<file path="src/rtl/pll_phase_sched.sv">
//------------------------------------------------------------------------------
// Module   : pll_phase_sched
// Purpose  : Round-robin scheduler for the PLL dynamic phase-shift port (host A,
//            scan engine B). Optional step timeout enabled by PHASE_TIMEOUT_EN.
// Revision : 1.0 - initial release
//------------------------------------------------------------------------------
`default_nettype none

module pll_phase_sched #(
  parameter int SCAN_DIV = 16,
  parameter int TIMEOUT  = 4096
) (
  input  logic       clk,
  input  logic       reset,
  input  logic       req_a,
  input  logic       req_b,
  input  logic [2:0] sel_a,
  input  logic [2:0] sel_b,
  input  logic       up_a,
  input  logic       up_b,
  input  logic [7:0] cnt_a,
  input  logic [7:0] cnt_b,
  output logic       ack_a,
  output logic       ack_b,
  input  logic       phasedone,
  output logic [2:0] phasecounterselect,
  output logic       phaseupdown,
  output logic       phasestep,
  output logic       scanclk,
  output logic       busy,
  output logic       done,
  output logic       owner,
  output logic [7:0] steps_done,
  output logic       timeout_err
);

  localparam int DIV_W = $clog2(SCAN_DIV);

  if ((SCAN_DIV < 2) || (TIMEOUT < 1)) begin : g_param_check
    $error("pll_phase_sched: SCAN_DIV must be >= 2 and TIMEOUT >= 1");
  end

  typedef enum logic [2:0] {
    S_IDLE      = 3'd0,
    S_GRANT     = 3'd1,
    S_ASSERT    = 3'd2,
    S_RELEASE   = 3'd3,
    S_WAIT_DONE = 3'd4,
    S_NEXT      = 3'd5
  } state_t;

  state_t           r_state;
  state_t           w_next;
  logic             r_owner;
  logic [2:0]       r_sel;
  logic             r_up;
  logic [7:0]       r_cnt;
  logic [7:0]       r_steps;
  logic             r_scanclk;
  logic [DIV_W-1:0] r_div;
  logic [1:0]       r_rises;
  logic             r_pd;
  logic             r_seen_low;
  logic             w_any_req;
  logic             w_win_b;
  logic             w_tick;
  logic             w_step_ok;
  logic             w_tmo;
  logic             w_scan_act;
  logic             w_scan_keep;

  assign w_any_req = req_a | req_b;
  // On a tie, the requester that did not own the last job wins.
  assign w_win_b   = (req_a && req_b) ? ~r_owner : req_b;
  assign w_tick    = (r_div == DIV_W'(SCAN_DIV - 1));
  assign w_step_ok = (r_state == S_WAIT_DONE) && r_seen_low && r_pd;
  assign w_scan_act  = (r_state == S_ASSERT) || (r_state == S_RELEASE) ||
                       (r_state == S_WAIT_DONE);
  assign w_scan_keep = w_scan_act && ((w_next == S_ASSERT) || (w_next == S_RELEASE) ||
                                      (w_next == S_WAIT_DONE));

`ifdef PHASE_TIMEOUT_EN
  localparam int TMO_W = $clog2(TIMEOUT + 1);

  logic [TMO_W-1:0] r_tmo_cnt;
  logic             r_tmo_err;

  assign w_tmo       = (r_state == S_WAIT_DONE) && !w_step_ok &&
                       (r_tmo_cnt == TMO_W'(TIMEOUT));
  assign timeout_err = r_tmo_err;

  always_ff @(posedge clk) begin
    if (reset) begin
      r_tmo_cnt <= '0;
      r_tmo_err <= 1'b0;
    end else begin
      r_tmo_cnt <= (r_state == S_WAIT_DONE) ? r_tmo_cnt + 1'b1 : '0;
      if ((r_state == S_IDLE) && w_any_req) begin
        r_tmo_err <= 1'b0;
      end else if (w_tmo) begin
        r_tmo_err <= 1'b1;
      end
    end
  end
`else
  assign w_tmo       = 1'b0;
  assign timeout_err = 1'b0;
`endif

  always_ff @(posedge clk) begin
    if (reset) begin
      r_state <= S_IDLE;
    end else begin
      r_state <= w_next;
    end
  end

  always_comb begin
    w_next = r_state;
    ack_a  = 1'b0;
    ack_b  = 1'b0;
    done   = 1'b0;
    case (r_state)
      S_IDLE: begin
        if (w_any_req) w_next = S_GRANT;
      end
      S_GRANT: begin
        ack_a = ~r_owner;
        ack_b = r_owner;
        if (r_cnt == 8'd0) begin
          done   = 1'b1;
          w_next = S_IDLE;
        end else begin
          w_next = S_ASSERT;
        end
      end
      S_ASSERT: begin
        // Leave on the falling edge that follows the second rising edge.
        if (w_tick && r_scanclk && (r_rises == 2'd2)) w_next = S_RELEASE;
      end
      S_RELEASE: begin
        w_next = S_WAIT_DONE;
      end
      S_WAIT_DONE: begin
        if (w_step_ok) begin
          w_next = S_NEXT;
        end else if (w_tmo) begin
          done   = 1'b1;
          w_next = S_IDLE;
        end
      end
      S_NEXT: begin
        if (r_steps == r_cnt) begin
          done   = 1'b1;
          w_next = S_IDLE;
        end else begin
          w_next = S_ASSERT;
        end
      end
      default: w_next = S_IDLE;
    endcase
  end

  always_ff @(posedge clk) begin
    if (reset) begin
      r_owner    <= 1'b1;
      r_sel      <= 3'b000;
      r_up       <= 1'b1;
      r_cnt      <= 8'd0;
      r_steps    <= 8'd0;
      r_scanclk  <= 1'b0;
      r_div      <= '0;
      r_rises    <= 2'd0;
      r_pd       <= 1'b1;
      r_seen_low <= 1'b0;
    end else begin
      r_pd <= phasedone;
      if ((r_state == S_IDLE) && w_any_req) begin
        r_owner <= w_win_b;
        r_sel   <= w_win_b ? sel_b : sel_a;
        r_up    <= w_win_b ? up_b  : up_a;
        r_cnt   <= w_win_b ? cnt_b : cnt_a;
        r_steps <= 8'd0;
      end else if (w_step_ok) begin
        r_steps <= r_steps + 8'd1;
      end
      if (w_scan_keep) begin
        if (w_tick) begin
          r_div     <= '0;
          r_scanclk <= ~r_scanclk;
        end else begin
          r_div <= r_div + 1'b1;
        end
      end else begin
        r_div     <= '0;
        r_scanclk <= 1'b0;
      end
      if (r_state == S_ASSERT) begin
        if (w_tick && !r_scanclk) r_rises <= r_rises + 2'd1;
      end else begin
        r_rises <= 2'd0;
      end
      // The PLL may pull phasedone low while phasestep is still high.
      if (w_scan_act) begin
        if (!r_pd) r_seen_low <= 1'b1;
      end else begin
        r_seen_low <= 1'b0;
      end
    end
  end

  assign phasestep          = (r_state == S_ASSERT);
  assign busy               = (r_state != S_IDLE);
  assign scanclk            = r_scanclk;
  assign owner              = r_owner;
  assign steps_done         = r_steps;
  assign phasecounterselect = r_sel;
  assign phaseupdown        = r_up;

endmodule

`default_nettype wire

</file>
<file path="config.mk">
export PLATFORM = sky130hd
export DESIGN_NAME = pll_phase_sched
export DESIGN_NICKNAME = d
export VERILOG_FILES = /design/src/rtl/pll_phase_sched.sv
export SDC_FILE = /design/constraint.sdc
export NUM_CORES = 1
export LEC_CHECK = 0
export BUFFER_PORTS_ARGS = -buffer_cell sky130_fd_sc_hd__clkbuf_2
export CORE_ASPECT_RATIO = 1.4
export CORE_MARGIN = 1
export CORE_UTILIZATION = 25
export DETAILED_ROUTE_END_ITERATION = 16
export GPL_TIMING_DRIVEN = 0
export PLACE_DENSITY = 0.46
export SETUP_SLACK_MARGIN = 0.05
export SYNTH_ARGS = -nofsm -noshare
export SYNTH_HDL_FRONTEND = slang
export SYNTH_SLANG_ARGS = --single-unit
</file>
<file path="constraint.sdc">
create_clock -name clk -period 1.69 [get_ports clk]
set_input_delay 0.169 -clock clk [delete_from_list [all_inputs] [get_ports clk]]
set_output_delay 0.169 -clock clk [all_outputs]
set_load 0.005 [all_outputs]
</file>
==> impl_metrics.env <==
export IMPL_portBuffers=47
export IMPL_hold_end="r_pd"
export IMPL_hold_viol=0
export IMPL_worstSetupStartpointType="flop"
export IMPL_vias=1430
export IMPL_cp_end_kind="output port"
export IMPL_cap_violations=0
export IMPL_synth_area_mm2=0.00161
export IMPL_start_util_pct=26.0
export IMPL_powerDensity_mw_per_mm2=958
export IMPL_leakage_nw=0.910
export IMPL_rows=34
export IMPL_grt_pass1_wl_um=6470
export IMPL_ys_ff_latch=33
export IMPL_synth_warnings=0
export IMPL_grtUsageTotal_pct=12.0
export IMPL_synth_common_cells="dfxtp_1, nor2_1, a211oi_1"
export IMPL_drv_slew=0
export IMPL_post_route_min_period_ns=1.79
export IMPL_synth_top_area_share_pct=40.9
export IMPL_final_area_mm2=0.00213
export IMPL_io_pin_count=49
export IMPL_syn_avg_cell_area_um2=9.02
export IMPL_gr_total_overflow=0
export IMPL_routed_wl_um=3870
export IMPL_final_antenna_net_count=0
export IMPL_rr_startpoint="r_state[2]"
export IMPL_pre_cts_ws_ns=-0.0253
export IMPL_hp_class="in -> reg"
export IMPL_utilization_pct=34.2
export IMPL_place_hpwl_um=2930
export IMPL_holdWs_ns=0.0716
export IMPL_min_period_over_period_pct=106
export IMPL_outcome="finished, violations left"
export IMPL_insertion_delay_ns=0.28
export IMPL_critPathBufInv=1
export IMPL_yosys_area_top_type="dfxtp_1"
export IMPL_synthTopCellsByArea="dfxtp_1, mux2i_1, nor2_1, a211oi_1, xor2_1"
export IMPL_synth_most_common_cell="dfxtp_1"
export IMPL_clock_skew_final_ns=0.00675
export IMPL_regToRegSetupSlack_ns=0.09
export IMPL_drtIter0Drc=44
export IMPL_wire_per_inst_um=12.4
export IMPL_cts_buffer_depth=2
export IMPL_synth_yosys_seq_area_share_pct=40.9
export IMPL_grt_max_degree=11
export IMPL_syn2layout_area_growth_pct=31.8
export IMPL_cp_top_family="simple AND/OR/NAND/NOR gates"
export IMPL_rr_endpoint="r_cnt[6]"
export IMPL_die_w_um=69.9
export IMPL_ys_types=41
export IMPL_cts_root_buffer="clkbuf_8"
export IMPL_crit_chain="or4_4 -> nor3_2 -> a31oi_1 -> nor2_1 -> buf_2"
export IMPL_async_flop_share_pct=0
export IMPL_crit_path_top_delay_cell="or4_4"
export IMPL_worst_setup_hold_path_clk_slew_ns=0.07
export IMPL_worstPathRequired_ns=1.52
export IMPL_max_freq_ghz=0.559
export IMPL_antenna_found_initial=0
export IMPL_cpPeakStageDelay_ns=0.53
export IMPL_place_area_mm2=0.00194
export IMPL_drt_first_pass_iters=4
export IMPL_h_tree_depth=2
export IMPL_numCtsBuffers=5
export IMPL_diodes=0
export IMPL_worstHoldStart="phasedone"
export IMPL_yosys_most_used_dff="dfxtp_1"
export IMPL_cts_tree="done"
export IMPL_die_area_mm2=0.00679
export IMPL_core_area_mm2=0.00621
export IMPL_r2r_cells=6
export IMPL_critical_path_class="reg -> out"
export IMPL_worstPathArrival_ns=1.62
export IMPL_cp_max_fo=2
export IMPL_vdd_drop_max_mv=0.380
export IMPL_synth_edf_count=0
export IMPL_violations="setup timing"
export IMPL_route_detailed_drc=0
export IMPL_hold_buffers=0
export IMPL_setup_viol=1
export IMPL_gp_congestion=0.727
export IMPL_die_h_um=97.1
export IMPL_grt_pass1_vias=1434
export IMPL_drive_above_1_share_pct=37.5
export IMPL_rsz0062_at_grt="yes"
export IMPL_syn_inst=179
export IMPL_synth_fp_nets=211
export IMPL_fin_ws_ns=-0.100
export IMPL_vias_per_cell=4.58
export IMPL_fin_nets=271
export IMPL_fillCellCount=681
export IMPL_cts_sinks=33
export IMPL_whs_path_depth=2
==> per-layer routing <==
| metal | GRT usage (%) | vias to the layer above | wire length (µm) |
|---|---|---|---|
| met2 | 20.2 | 32 | 1950 |
| met3 | 3.22 | 6 | 144 |
| met5 | 0 | - | 0 |
| li1 | - | 744 | - |
| met4 | 5.38 | 0 | 78 |
| met1 | 13.9 | 648 | 1690 |
==> repair_timing <==
action	CTS	global route
resized for setup	13	6
pin swaps	4	5
buffers inserted	2	5
cloned	0	0
endpoints found under the setup margin	11	17
==> layout by cell type, fill, tap and decap left out, types with 4 or more instances in the layout <==
cell type	n
xor2_1	10
a211oi_1	13
mux2i_1	12
clkbuf_2	46
dfxtp_1	26
buf_4	9
buf_2	4
clkbuf_8	5
dfxtp_2	7
nor4_2	5
nor2_1	27
nand3_1	6
xnor2_1	9
nand2_1	6
inv_1	7
nor3_1	5
==> worst max path at each step <==
stage | start | to | slack, ns | cells after the start
after floorplan | r_state[1] | steps_done[5] | 0.19 | 5
after global placement | steps_done[3] | done | -0.03 | 6
after detailed placement | steps_done[3] | done | -0.03 | 6
after CTS | r_cnt[0] | done | -0.13 | 5
after global routing | r_cnt[1] | done | -0.19 | 6
final | r_cnt[0] | done | -0.10 | 5
==> kinds of logic after synthesis <==
kind of cell	count (synthesis)	share of synthesized area [%]
and+or+nand+nor	70	22.3
DFF	33	40.9
AOI/OAI and AO/OA	25	11.6
xor gates and xnor gates	19	10.3
buffers and inverters	16	4.88
muxes	12	7.44
adders and majority gates	3	2.33
other	1	0.232
==> state kept, by name, indices dropped and copies added (netlist names) <==
name	count
owner	1
r_seen_low	1
r_state	3
scanclk	1
steps_done	8
r_pd	1
r_div	4
r_rises	2
phasecounterselect	3
phaseupdown	1
r_cnt	8
==> layout make-up <==
type	count	area, µm²	share of cell area (%)
tap	72	90.1	4.24
sequential	33	669	31.5
buffer	8	48.8	2.29
clock buffer	6	72.6	3.41
inverter	7	26.3	1.24
clock inverter	2	10.0	0.471
multi-input combinational	130	922	43.4
timing repair buffer	54	288	13.5
==> report_power, final <==
group          switching [W]  internal [W]  leakage (nW)
clock               0.000289      0.000285        0.0450
combinational       0.000272      0.000273         0.592
sequential         0.0000625      0.000855         0.273
==> stage by stage <==
stage,TNS [ns],instances,power (W)
3_5_place_dp,-0.0253,298,0.00139
6_report,-0.100,312,0.00204
3_3_place_gp,-0.0319,298,0.00138
2_1_floorplan,0,179,0.00122
4_1_cts,-0.132,308,0.00203
5_1_grt,-0.204,312,0.00216
No activity file was read; power rests on OpenSTA's default activity.
